`config.mk`:
```
export PLATFORM = sky130hd
export DESIGN_NAME = ram_stream_reader
export DESIGN_NICKNAME = d
export VERILOG_FILES = /design/src/rtl/ram_stream_reader.sv
export SDC_FILE = /design/constraint.sdc
export NUM_CORES = 1
export LEC_CHECK = 0
export CAP_MARGIN = 40
export CORE_ASPECT_RATIO = 1.75
export CORE_MARGIN = 2
export CORE_UTILIZATION = 60
export CTS_CLUSTER_DIAMETER = 150
export DETAILED_ROUTE_END_ITERATION = 8
export DONT_BUFFER_PORTS = 1
export PLACE_DENSITY = 0.76
export SKIP_LAST_GASP = 1
export SLEW_MARGIN = 40
export SYNTH_ARGS = -nofsm -noshare
export SYNTH_HDL_FRONTEND = slang
export SYNTH_SLANG_ARGS = --single-unit
```
`constraint.sdc`:
```
create_clock -name clk_100M -period 3.4 [get_ports clk_100M]
set_input_delay 0.51 -clock clk_100M [delete_from_list [all_inputs] [get_ports clk_100M]]
set_output_delay 0.51 -clock clk_100M [all_outputs]
set_load 0.03 [all_outputs]
```
`src/rtl/ram_stream_reader.sv`:
```
// Streams LEN+1 consecutive samples from a 1-cycle-latency block RAM onto a
// valid/ready interface, with optional continuous replay and synchronous abort.
module ram_stream_reader #(
   parameter int ADDR_W = 10,
   parameter int DATA_W = 16
) (
   input  logic              clk_100M,
   input  logic              rst_n,
   input  logic              start,
   input  logic [ADDR_W-1:0] start_addr,
   input  logic [ADDR_W-1:0] len,
   input  logic              loop_en,
   input  logic              stop,
   output logic              ram_en,
   output logic [ADDR_W-1:0] ram_addr,
   input  logic [DATA_W-1:0] ram_dout,
   output logic [DATA_W-1:0] m_data,
   output logic              m_valid,
   input  logic              m_ready,
   output logic              busy,
   output logic              done
);

   typedef enum logic [1:0] {IDLE, READ, CAPTURE, PRESENT} state_t;

   state_t            state;
   logic [ADDR_W-1:0] base;
   logic [ADDR_W-1:0] cnt_max;
   logic [ADDR_W-1:0] offset;
   logic [ADDR_W-1:0] offset_inc;

   assign offset_inc = offset + ADDR_W'(1);

   always_ff @(posedge clk_100M or negedge rst_n) begin
      if (!rst_n) begin
         state    <= IDLE;
         base     <= '0;
         cnt_max  <= '0;
         offset   <= '0;
         ram_en   <= 1'b0;
         ram_addr <= '0;
         m_data   <= '0;
         m_valid  <= 1'b0;
         busy     <= 1'b0;
         done     <= 1'b0;
      end else begin
         // NOTE: all state updates are non-blocking so every branch below sees
         // the pre-edge values of offset/base, and the done default below is
         // safely overridden by the one branch that raises it.
         done <= 1'b0;
         if (stop) begin
            state   <= IDLE;
            ram_en  <= 1'b0;
            m_valid <= 1'b0;
            busy    <= 1'b0;
         end else begin
            case (state)
               IDLE: begin
                  if (start) begin
                     base     <= start_addr;
                     cnt_max  <= len;
                     offset   <= '0;
                     ram_addr <= start_addr;
                     ram_en   <= 1'b1;
                     busy     <= 1'b1;
                     state    <= READ;
                  end
               end
               READ: begin
                  ram_en <= 1'b0;
                  state  <= CAPTURE;
               end
               CAPTURE: begin
                  m_data  <= ram_dout;
                  m_valid <= 1'b1;
                  state   <= PRESENT;
               end
               PRESENT: begin
                  if (m_ready) begin
                     m_valid <= 1'b0;
                     if (offset != cnt_max) begin
                        // Address adder is ADDR_W wide; the carry drops, giving the wrap.
                        offset   <= offset_inc;
                        ram_addr <= base + offset_inc;
                        ram_en   <= 1'b1;
                        state    <= READ;
                     end else if (loop_en) begin
                        offset   <= '0;
                        ram_addr <= base;
                        ram_en   <= 1'b1;
                        state    <= READ;
                     end else begin
                        done  <= 1'b1;
                        busy  <= 1'b0;
                        state <= IDLE;
                     end
                  end
               end
               default: state <= IDLE;
            endcase
         end
      end
   end

endmodule

```
==> impl_metrics.env <==
export IMPL_netlist_cell_type_count=49
export IMPL_cts_tree="yes"
export IMPL_start_kind="flip-flop"
export IMPL_vdd_ir_drop_max_mv=0.611
export IMPL_grt_pass1_wl_microns=11200
export IMPL_yosys_top_cells_area="dfrtp_1 45%, mux2_2 12%, ha_1 5.5%, xor2_1 3.6%, nand2_1 2.8%"
export IMPL_crit_fanout=7
export IMPL_dp_hpwl_microns=4800
export IMPL_io_buffers=0
export IMPL_critPathRequiredTime_ps=3590
export IMPL_setup_viol=0
export IMPL_postRouteAntennaNets=0
export IMPL_relSlewSlack_pct=55.2
export IMPL_ff2ff_setup_slack_ps=470
export IMPL_synthesis_nets=379
export IMPL_place_inst=385
export IMPL_status="completed"
export IMPL_yosysMostFrequentCell="dfrtp_1"
export IMPL_fmax_ghz=0.342
export IMPL_fin_ws_ps=475
export IMPL_drt_pass1_iter_count=4
export IMPL_fin_setup_tns_ps=0
export IMPL_final_period_utilization_pct=86.0
export IMPL_fp_row_count=36
export IMPL_post_drt_wl_per_cell_microns=16.4
export IMPL_hold_worst_slack_ps=27.3
export IMPL_powerDensity_nw_per_um2=864
export IMPL_max_stage_delay_ps=460
export IMPL_synthCells=321
export IMPL_clock_sinks=62
export IMPL_hold_viol=0
export IMPL_cts_root_buf="clkbuf_8"
export IMPL_grt_pass1_vias=2546
export IMPL_yosys_register_bits=62
export IMPL_core_region_area_sq_um=5540
export IMPL_cp_end_kind="flip-flop"
export IMPL_cp_slowest_cell="dfrtp_1"
export IMPL_ys_async_sr_fraction_pct=100
export IMPL_drive_gt1_share_pct=19.3
export IMPL_tightest_slew_ps=672
export IMPL_critPathArrivalTime_ps=3120
export IMPL_drt_initial_drc_count=66
export IMPL_cts_resized=0
export IMPL_synth_area_leader_cell="dfrtp_1"
export IMPL_antenna_found_initial=0
export IMPL_cts_made_buffers=9
export IMPL_wl_microns=6600
export IMPL_insertion_delay_ps=340
export IMPL_path_clk_slew_ps=70
export IMPL_synth_common_cells="62 x dfrtp_1, 36 x mux2_2, 26 x nand2_1"
export IMPL_area_delta_synth_final_pct=7.40
export IMPL_slew_violations=0
export IMPL_rsz0062_at_grt="no"
export IMPL_nets=379
export IMPL_avgViaCountPerCell=5.80
export IMPL_fp_dieArea_sq_um=6360
export IMPL_path_class="flip-flop to flip-flop"
export IMPL_netlist_area_sq_um=3430
export IMPL_ioPinCount=72
export IMPL_synth_edff_count=0
export IMPL_leakage_nw=1.72
export IMPL_htree_levels=3
export IMPL_clock_path_buffers=2
export IMPL_hold_class="primary input to asynchronous set/reset pin"
export IMPL_diodes=0
export IMPL_r2r_start="offset[0]$_DFFE_PN0P_"
export IMPL_finalClockSkew_ps=7.40
export IMPL_final_util_pct=66.5
export IMPL_synthFlopType="dfrtp_1"
export IMPL_dieWidth_microns=61.2
export IMPL_place_congestion=0.831
export IMPL_r2r_end="ram_addr[9]$_DFFE_PN0P_"
export IMPL_ys_seq_area_share_pct=45.2
export IMPL_r2r_cells=12
export IMPL_via_count=2330
export IMPL_die_y_microns=104
export IMPL_synth_top_area_share_pct=45.2
export IMPL_min_period_ps=2930
export IMPL_ys_warn_count=0
export IMPL_gr_total_overflow=0
export IMPL_initial_utilization_pct=61.9
export IMPL_pre_cts_slack_ps=471
export IMPL_grt_max_degree=63
export IMPL_drc=0
export IMPL_crit_chain="ha_1, and3_1, nand3_1, xnor2_1, ha_1, a21o_1, nand3_1, nand2_1, or3_1, a21oi_2, mux2i_1, o311ai_1"
export IMPL_fin_cells=402
export IMPL_avgSynthCellArea_sq_um=10.7
export IMPL_drv_cap=0
export IMPL_grt_util_all_layers_pct=23.3
==> area by class of cell <==
| type | count | area [sq um] |
|---|---|---|
| Fill cell | 423 | 1850 |
| Tap cell | 76 | 95.1 |
| Inverter | 10 | 37.5 |
| Clock inverter | 4 | 45.0 |
| Clock buffer | 12 | 155 |
| Timing Repair Buffer | 5 | 57.6 |
| Multi-Input combinational cell | 233 | 1740 |
| Sequential cell | 62 | 1550 |
==> layer usage <==
layer	track usage, %	wire (microns)
met1	25.7	2440
met2	40.1	3670
met3	7.34	362
met4	8.39	136
met5	0	0
==> worst max-delay path: cells and delay by family (launching register included) <==
kind / cells / cell delay [ps]
and+or+nand+nor: 5 / 840
DFF: 1 / 460
xor gates and xnor gates: 1 / 240
adders and majority gates: 2 / 590
AOI/OAI and AO/OA: 3 / 460
muxes: 1 / 200
==> state kept, by name (all words and copies together) (netlist names) <==
register  cells
m_valid       1
ram_en        1
done          1
offset       10
m_data       16
state         2
base         10
cnt_max      10
ram_addr     10
busy          1
==> report_power, final <==
| group | total (mW) | leakage (nW) | internal, mW | switching (mW) |
|---|---|---|---|---|
| clock network | 0.651 | 0.106 | 0.375 | 0.276 |
| logic | 0.923 | 0.850 | 0.482 | 0.440 |
| registers | 1.61 | 0.767 | 1.04 | 0.574 |
| total | 3.18 | 1.72 | 1.89 | 1.29 |
==> repair_timing <==
item / 4_1_cts / 5_1_grt
setup buffers: 0 / 0
hold buffers: 1 / 0
hold endpoints to repair: 62 / 0
==> stage by stage <==
stage | cell area, sq um | total power, mW
2_1_floorplan | 3430 | 2.34
3_3_place_gp | 3460 | 2.50
3_5_place_dp | 3460 | 2.54
4_1_cts | 3690 | 3.22
5_1_grt | 3690 | 3.39
6_report | 3690 | 3.18
==> layout by cell type (no fill, tap or decap), types with 3 or more instances in the layout <==
cell       n
clkbuf_8  11
mux2i_1    7
nor3b_1    5
a211oi_1   3
nand2_1   26
nand3_1    5
o21ai_0   19
and3_1     3
clkinv_2   3
mux2_2    36
xnor2_1   10
nand4_1    3
inv_1     10
o211ai_1   3
ha_1      15
buf_4      4
a21o_1     6
dfrtp_1   62
nor2_1    18
nor2b_1    6
nand2b_1  11
a21oi_1   12
xor2_1    14
==> logic make-up (layout without fill, tap and decap cells) <==
logic type	count (synthesis)	after routing	share of synthesized area, %
AND/OR/NAND/NOR	89	89	13.6
buffers and inverters	26	31	3.97
multiplexers	43	43	13.9
XOR/XNOR	24	24	6.12
AO/OA/AOI/OAI	61	61	11.2
adder cells (fa/ha/maj)	16	16	6.05
flip-flops	62	62	45.2
==> how the worst max path moves through the flow <==
stage	start	endpoint	slack, ps	cells past startpoint
3_5_place_dp	offset[0]$_DFFE_PN0P_	ram_addr[9]$_DFFE_PN0P_	470	12
6_report	offset[0]$_DFFE_PN0P_	ram_addr[9]$_DFFE_PN0P_	470	12
5_1_grt	offset[0]$_DFFE_PN0P_	ram_addr[9]$_DFFE_PN0P_	200	12
2_1_floorplan	offset[0]$_DFFE_PN0P_	ram_addr[9]$_DFFE_PN0P_	750	11
3_3_place_gp	offset[0]$_DFFE_PN0P_	ram_addr[9]$_DFFE_PN0P_	610	12
4_1_cts	offset[0]$_DFFE_PN0P_	ram_addr[9]$_DFFE_PN0P_	460	12
No activity file was read; power rests on OpenSTA's default activity.
